File: src/rtl/s2p_pkg.sv
// Shared types and constants for the serial-to-parallel deserializer.
package s2p_pkg;

    localparam int unsigned DW_DEFAULT = 8;

    typedef enum logic {
        IDLE  = 1'b0,
        SHIFT = 1'b1
    } state_e;

    // Bit counter width; one bit minimum so a single-bit word still has a legal counter.
    function automatic int unsigned cnt_width(input int unsigned dw);
        return (dw > 1) ? $clog2(dw) : 1;
    endfunction

endpackage

File: src/rtl/s2p_hold.sv
// Output holding register: valid/ready handshake, overrun detection on a full, stalled register.
module s2p_hold
    import s2p_pkg::*;
#(
    parameter int unsigned DW = DW_DEFAULT
) (
    input  logic          clk,
    input  logic          rst_n,
    input  logic          word_vld,
    input  logic [DW-1:0] word,
    input  logic          dout_rdy,
    output logic [DW-1:0] dout,
    output logic          dout_vld,
    output logic          overrun
);

    logic [DW-1:0] dout_q, dout_d;
    logic          dout_vld_q, dout_vld_d;
    logic          overrun_q, overrun_d;

    always_ff @(posedge clk or negedge rst_n) begin
        if (!rst_n) begin
            dout_q     <= '0;
            dout_vld_q <= 1'b0;
            overrun_q  <= 1'b0;
        end else begin
            dout_q     <= dout_d;
            dout_vld_q <= dout_vld_d;
            overrun_q  <= overrun_d;
        end
    end

    // A new word may enter when the register is empty or draining on this same edge.
    always_comb begin
        dout_d     = dout_q;
        dout_vld_d = dout_vld_q;
        overrun_d  = 1'b0;
        if (word_vld && (!dout_vld_q || dout_rdy)) begin
            dout_d     = word;
            dout_vld_d = 1'b1;
        end else if (dout_vld_q && dout_rdy) begin
            dout_vld_d = 1'b0;
        end
        if (word_vld && dout_vld_q && !dout_rdy) begin
            overrun_d = 1'b1;
        end
    end

    assign dout     = dout_q;
    assign dout_vld = dout_vld_q;
    assign overrun  = overrun_q;

endmodule

File: src/rtl/s2p.sv
// Serial-to-parallel deserializer: LSB-first bits framed by sof, assembled into DW-bit words.
module s2p
    import s2p_pkg::*;
#(
    parameter int unsigned DW = DW_DEFAULT
) (
    input  logic          clk,
    input  logic          rst_n,
    input  logic          din,
    input  logic          din_vld,
    input  logic          sof,
    output logic [DW-1:0] dout,
    output logic          dout_vld,
    input  logic          dout_rdy,
    output logic          overrun,
    output logic          frame_err
);

    localparam int unsigned CW       = cnt_width(DW);
    localparam logic [CW-1:0] CNT_LAST = CW'(DW - 1);

    state_e        state_q, state_d;
    logic [CW-1:0] cnt_q, cnt_d;
    logic [DW-1:0] shift_q, shift_d;
    logic          done_q, done_d;
    logic          frame_err_q, frame_err_d;

    always_ff @(posedge clk or negedge rst_n) begin
        if (!rst_n) begin
            state_q     <= IDLE;
            cnt_q       <= '0;
            shift_q     <= '0;
            done_q      <= 1'b0;
            frame_err_q <= 1'b0;
        end else begin
            state_q     <= state_d;
            cnt_q       <= cnt_d;
            shift_q     <= shift_d;
            done_q      <= done_d;
            frame_err_q <= frame_err_d;
        end
    end

    // Next state: sof always restarts a cleared word at bit 0.
    always_comb begin
        state_d = state_q;
        cnt_d   = cnt_q;
        shift_d = shift_q;
        if (din_vld) begin
            unique case (state_q)
                IDLE: begin
                    if (sof) begin
                        shift_d    = '0;
                        shift_d[0] = din;
                        if (DW > 1) begin
                            cnt_d   = CW'(1);
                            state_d = SHIFT;
                        end
                    end
                end
                SHIFT: begin
                    if (sof) begin
                        shift_d    = '0;
                        shift_d[0] = din;
                        cnt_d      = CW'(1);
                    end else begin
                        shift_d[cnt_q] = din;
                        if (cnt_q == CNT_LAST) begin
                            cnt_d   = '0;
                            state_d = IDLE;
                        end else begin
                            cnt_d = cnt_q + CW'(1);
                        end
                    end
                end
                default: ;
            endcase
        end
    end

    // Completion and framing-error strobes, registered; shift_q holds the full word while done_q is set.
    always_comb begin
        done_d      = 1'b0;
        frame_err_d = 1'b0;
        if (din_vld) begin
            unique case (state_q)
                IDLE:    done_d = sof && (DW == 1);
                SHIFT: begin
                    frame_err_d = sof;
                    done_d      = !sof && (cnt_q == CNT_LAST);
                end
                default: ;
            endcase
        end
    end

    assign frame_err = frame_err_q;

    s2p_hold #(
        .DW (DW)
    ) u_hold (
        .clk      (clk),
        .rst_n    (rst_n),
        .word_vld (done_q),
        .word     (shift_q),
        .dout_rdy (dout_rdy),
        .dout     (dout),
        .dout_vld (dout_vld),
        .overrun  (overrun)
    );

endmodule

File: config.mk
export PLATFORM = sky130hd
export DESIGN_NAME = s2p
export DESIGN_NICKNAME = d
export VERILOG_FILES = /design/src/rtl/s2p_pkg.sv /design/src/rtl/s2p_hold.sv /design/src/rtl/s2p.sv
export SDC_FILE = /design/constraint.sdc
export NUM_CORES = 1
export LEC_CHECK = 0
export BUFFER_PORTS_ARGS = -buffer_cell sky130_fd_sc_hd__buf_2
export CAP_MARGIN = 20
export CORE_ASPECT_RATIO = 0.9
export CORE_UTILIZATION = 58
export DETAILED_ROUTE_END_ITERATION = 8
export GPL_ROUTABILITY_DRIVEN = 0
export GPL_TIMING_DRIVEN = 0
export PLACE_DENSITY_LB_ADDON = 0.12
export REMOVE_ABC_BUFFERS = 1
export SETUP_SLACK_MARGIN = 0.05
export SLEW_MARGIN = 25
export SYNTH_ARGS = -nofsm -noshare
export SYNTH_HDL_FRONTEND = slang
export SYNTH_SLANG_ARGS = --single-unit
File: constraint.sdc
create_clock -name clk -period 2.83 [get_ports clk]
set_clock_uncertainty 0.2 [all_clocks]
set_input_delay 0.4245 -clock clk [delete_from_list [all_inputs] [get_ports clk]]
set_output_delay 0.4245 -clock clk [all_outputs]
set_load 0.02 [all_outputs]
Word-level counts from Yosys, hierarchy flattened
Cells that the tools add are included.
{"block": "totals", "regBits": 24, "out_inout_bits": 11, "input_bits": 6}
{"block": "op_classes", "bitwise_logic": 1, "reduce_logical": 12, "muxes": 21, "eq_ne": 2, "n_lt_le_gt_ge": 2, "add_sub_neg": 1}
{"cell": "$mux 8", "n": 2}
{"cell": "$pmux 8 s2", "n": 1}
{"cell": "$mux 1", "n": 10}
{"cell": "$mux 3", "n": 3}
{"cell": "$bwmux 8", "n": 1}
{"cell": "$logic_and 1x1->1", "n": 6}
{"cell": "$pmux 3 s2", "n": 1}
{"cell": "$lt 3x4->1 const B", "n": 1}
{"cell": "$pmux 1 s2", "n": 2}
{"cell": "$add 3x1->3 const B", "n": 1}
{"cell": "$demux 1 s3", "n": 1}
{"cell": "$eq 3x3->1 const B", "n": 1}
{"cell": "$ge 3x1->1 const B", "n": 1}
{"cell": "$logic_not 1->1", "n": 3}
{"cell": "$ne 2x2->1 const B", "n": 1}
{"cell": "$reduce_and 2->1", "n": 1}
{"cell": "$reduce_bool 2->1", "n": 1}
{"cell": "$logic_or 1x1->1", "n": 1}
{"cell": "$not 1->1", "n": 1}

Longest topological paths before layout
{"block": "depth", "ltp_word": 7, "mapped_depth": 5, "mapped_depth_nobuf": 5}

Cells and area by module
Synthesis repeated with hierarchy kept, for this count alone.
{"block": "hier_totals", "hier_cells": 81, "hier_area_um2": 1093.5}
{"mod": "s2p", "seq_area_each_um2": 350.3, "cells_per_inst": 58, "area_per_inst_um2": 686.9, "instances": 1}
{"mod": "s2p_hold", "seq_area_each_um2": 250.2, "cells_per_inst": 23, "area_per_inst_um2": 406.6, "instances": 1}

Worst setup path after synthesis
Ideal clock, no wire load.
{"block": "synth_timing", "path_type": "flip-flop to flip-flop", "start": "register cnt_q[0]", "end": "register shift_q[0]", "path_stages_with_launch": 4, "t_required_ns": 2.502, "arrival_time_ns": 1.131, "setup_ns": 0.128, "synth_period_minus_slack_ns": 1.458, "n_path_buf": 0, "setup_slack_ns": 1.372, "cell_sequence": "dfrtp_1 nand3b_4 o31ai_2 mux2_1"}
{"block": "synth_via", "elab_chain_cells": 7}
{"item": "start, declared", "line": "s2p.sv:23", "text": "logic [CW-1:0] cnt_q, cnt_d;"}
{"item": "start signal, assigned", "line": "s2p.sv:37", "text": "cnt_q <= cnt_d;"}
{"item": "$lt 3x4->1 (not written as such) or $ge 3x1->1 (tied branches)", "line": "s2p.sv:67", "text": "shift_d[cnt_q] = din;"}
{"item": "$logic_and 1x1->1 (not written as such)", "line": "s2p.sv:67"}
{"item": "$mux 1 (not written as such)", "line": "s2p.sv:67"}
{"item": "$demux 1 s3 *", "line": "s2p.sv:67"}
{"item": "$bwmux 8 *", "line": "s2p.sv:67"}
{"item": "$mux 8 *", "line": "s2p.sv:62", "text": "if (sof) begin"}
{"item": "$pmux 8 s2 *", "line": "s2p.sv:50", "text": "unique case (state_q)"}
{"item": "end signal, assigned", "line": "s2p.sv:38", "text": "shift_q <= shift_d;"}
{"item": "end, declared", "line": "s2p.sv:24", "text": "logic [DW-1:0] shift_q, shift_d;"}
Every way passes the cells marked *; elsewhere a longest branch is shown, timed or not.
A chain may end at the register's enable or synchronous reset.

Worst setup path after layout
{"block": "layout_timing", "start": "register state_q", "end": "register shift_q[0]"}
{"block": "layout_via", "elab_chain_cells": 3}
{"item": "start, declared", "line": "s2p.sv:22", "text": "state_e state_q, state_d;"}
{"item": "start signal, assigned", "line": "s2p.sv:36", "text": "state_q <= state_d;"}
{"item": "$not 1->1", "line": "s2p.sv:50"}
{"item": "$ne 2x2->1 (no source line)"}
{"item": "$reduce_and 2->1 (no source line)"}
Several ways; a longest one is shown, not always the timed one.

==> results by group <==
STA
  – Period utilisation layout: 0.577
  – Endpoints failing setup: 0
  – Tmin final: 1630 ps
  – Relative max-transition margin: 0.649
  – Hold_ws: 136 ps
  – Max Slew Vio Count: 0
  – Max Clk Rate: 0.613 GHz
  – Fin. Hold Viols: 0
  – RSZ-0062 raised after global routing: false
  – Worst-Margin Slew: 527 ps
  – Setup TNS Final: 0 ps

Global routing
  – All-Layer GR Usage: 0.224
  – Antenna violations before repair: 0
  – Pin count of the biggest net entering global routing: 25
  – Grt ovf: 0
  – First-pass GRT wire length: 2990 um
  – Number of global-route vias before repair: 637

Finish
  – Area Overhead vs Synth: 12.6%
  – N_diodes: 0
  – Final cell count without fillers: 124
  – Fillcell total: 145
  – Core Util, Final: 0.703
  – Final #Nets: 109
  – Share of layout cells above drive strength 1: 0.250

CTS
  – CTS Buf Count: 3
  – Clk pin slew, worst setup/hold paths: 120 ps
  – H-tree Lvls: 1
  – Clk sink count: 24
  – Clk Latency, worst-skew pair: 310 ps
  – CTS tree: done
  – Post-CTS Setup Repair Bufs: 0
  – Max Root-Sink Buffers: 2
  – Root buffer cell: clkbuf_4

Logic synthesis
  – Compound-cell area share of the yosys netlist: 0.159
  – Area of the mapped netlist: 0.00106 mm2
  – Top cell type's share of synthesized area: 0.567
  – Avg Cell Area, Syn: 13.1 um2
  – Synth Area in XOR/XNOR: 0
  – Largest cells by area after synthesis: dfrtp_1 57%, mux2_1 9.6%, o211ai_1 4.3%
  – Flops & latches, synth: 24
  – Netlist cell types: 23
  – Synthesized instance count: 81
  – Seq/Total Area, Yosys: 0.567
  – Largest family of logic cells by synthesized area: compound AO/OA/AOI/OAI gates
  – Post-synthesis mux area share: 0.0956
  – Synth Area in Adders: 0.0236
  – Ys Warns: 0
  – Post-synth top area cell: dfrtp_1
  – Simple-Gate Fraction of Synth Area: 0.123

Route
  – Avg Vias per Cell: 5.74
  – Drt total wl: 1740 um
  – Initial DRC Count: 11
  – DRC violations left: 0
  – Final ANT Viol Nets: 0
  – Via count: 712
  – TritonRoute pass-1 iters: 4
  – Routed length per placed instance: 14.0 um

Flow run
  – Max-Cap Viols: 0

Die
  – I/O pin cnt: 17
  – Cell Rows: 14
  – DIE WIDTH: 47.1 um
  – CORE AREA: 0.00170 mm2
  – Initial Util: 0.624
  – Die area: 0.00200 mm2
  – Chip height: 42.6 um

Power and ir drop
  – Final Total Pwr: 0.708 mW
  – Sw Pwr: 0.204 mW
  – Seq pwr share: 0.574
  – Leakage power: 0.597 nW
  – Internal: 0.504 mW
  – Clock network power share: 0.253
  – Logic pwr share: 0.173
  – Worst vdd ir: 0.482 mV
  – Sw Ratio: 0.288
  – Power Density: 593 mW/mm2

Worst setup path
  – Crit-path slowest cell: dfrtp_1
  – Worst Path Max Fanout: 10
  – CP cell instances: nand3b_4 -> o31ai_2 -> mux2_1
  – CP required: 2840 ps
  – Setup CP Type: reg -> reg
  – Max incr delay on CP: 610 ps
  – Worst setup EP type: flip-flop
  – Worst Setup Start Kind: flip-flop
  – Critical Path AT: 1640 ps

Placed design
  – Port buffer count: 16
  – DP Cell Count: 119
  – DP HPWL: 1180 um

Hold path
  – Hold Path Class: in -> reg

Status
  – Outcome: complete, no violations
[final timing paths]
check | slack (ps) | to | cells past startpoint | from
setup / recovery | 1200 | shift_q[0] | 3 | state_q
hold / removal | 140 | shift_q[0] | 2 | din
setup reg to reg | 1200 | shift_q[0] | 3 | state_q
hold reg to reg | 300 | u_hold.dout[5] | 1 | u_hold.dout[5]
max in group asynchronous | 1670 | u_hold.dout[7] | 2 | rst_n
min in group asynchronous | 410 | u_hold.overrun | 2 | rst_n
[state kept, by name, indices dropped and copies added, names as in the netlist]
register,cells
cnt_q,3
done_q,1
frame_err,1
shift_q,8
state_q,1
u_hold.dout,8
u_hold.dout_vld,1
u_hold.overrun,1
[power groups by stage]
stage / clock network [mW] / logic (mW) / registers [mW]
5_1_grt: 0.196 / 0.139 / 0.411
3_3_place_gp: 0 / 0.116 / 0.413
2_1_floorplan: 0 / 0.0745 / 0.418
3_5_place_dp: 0 / 0.123 / 0.414
4_1_cts: 0.182 / 0.124 / 0.407
6_report: 0.179 / 0.122 / 0.406
[cells by family after synthesis]
kind of cell | count (synthesis)
mux | 9
flops | 24
simple gates | 20
fa+ha+maj | 2
compound gates | 21
buf+inv | 5
[critical path, delay by kind of cell, from the launching register on]
| family | cells | cell delay [ps] |
|---|---|---|
| AO/OA/AOI/OAI | 1 | 210 |
| flip-flops | 1 | 610 |
| multiplexers | 1 | 340 |
| AND/OR/NAND/NOR | 1 | 170 |
[placed cells by master, fill, tap and decap left out, types with 2 or more instances in the layout]
cell type,netlist,final
nor3b_1,2,2
ha_1,2,2
o31ai_1,6,6
buf_2,0,16
clkbuf_4,0,3
nand3_1,2,2
nand2b_1,4,4
dfrtp_1,24,24
inv_1,3,3
o22ai_1,2,2
mux2_1,9,9
o211ai_1,6,6
o21a_1,2,2
nand2_1,7,7
[stage by stage]
stage	instance area, um2	worst slack [ps]
6_report	1190	1200
5_1_grt	1190	1130
4_1_cts	1190	1190
3_5_place_dp	1150	1100
3_3_place_gp	1150	1130
2_1_floorplan	1040	1340
[synth_stat cells]
library cell	n
o21a_1	2
o31ai_1	6
o31ai_2	1
buf_6	2
o211ai_1	6
nand2b_1	4
inv_1	3
nor3b_1	2
nand3b_4	1
ha_1	2
o311ai_2	1
nand3_4	1
mux2_1	9
a22o_1	1
nor2_1	1
o22ai_1	2
nand2_2	1
nand2_1	7
dfrtp_1	24
and3_1	1
o41ai_1	1
nand3_1	2
o21ai_0	1
[layout make-up]
type                    instances  area, um2  area share
inverters                       3       11.3     0.00943
multi-input cells              52        425       0.356
repair buffers                 17       90.1      0.0755
flip-flops and latches         24        601       0.503
well taps                      24       30.0      0.0252
clock buffers                   4       36.3      0.0304
[timing repair]
action	in CTS	in global routing
resized for setup	0	0
hold buffers	1	0
endpoints found under the hold margin	24	0
[routing by layer]
metal,vias up,wire (um),GRT usage
li1,342,-,-
met1,351,761,0.304
met2,15,876,0.328
met3,4,53,0.0388
met4,0,49,0.137
met5,-,0,0
No activity file was read; power rests on OpenSTA's default activity.
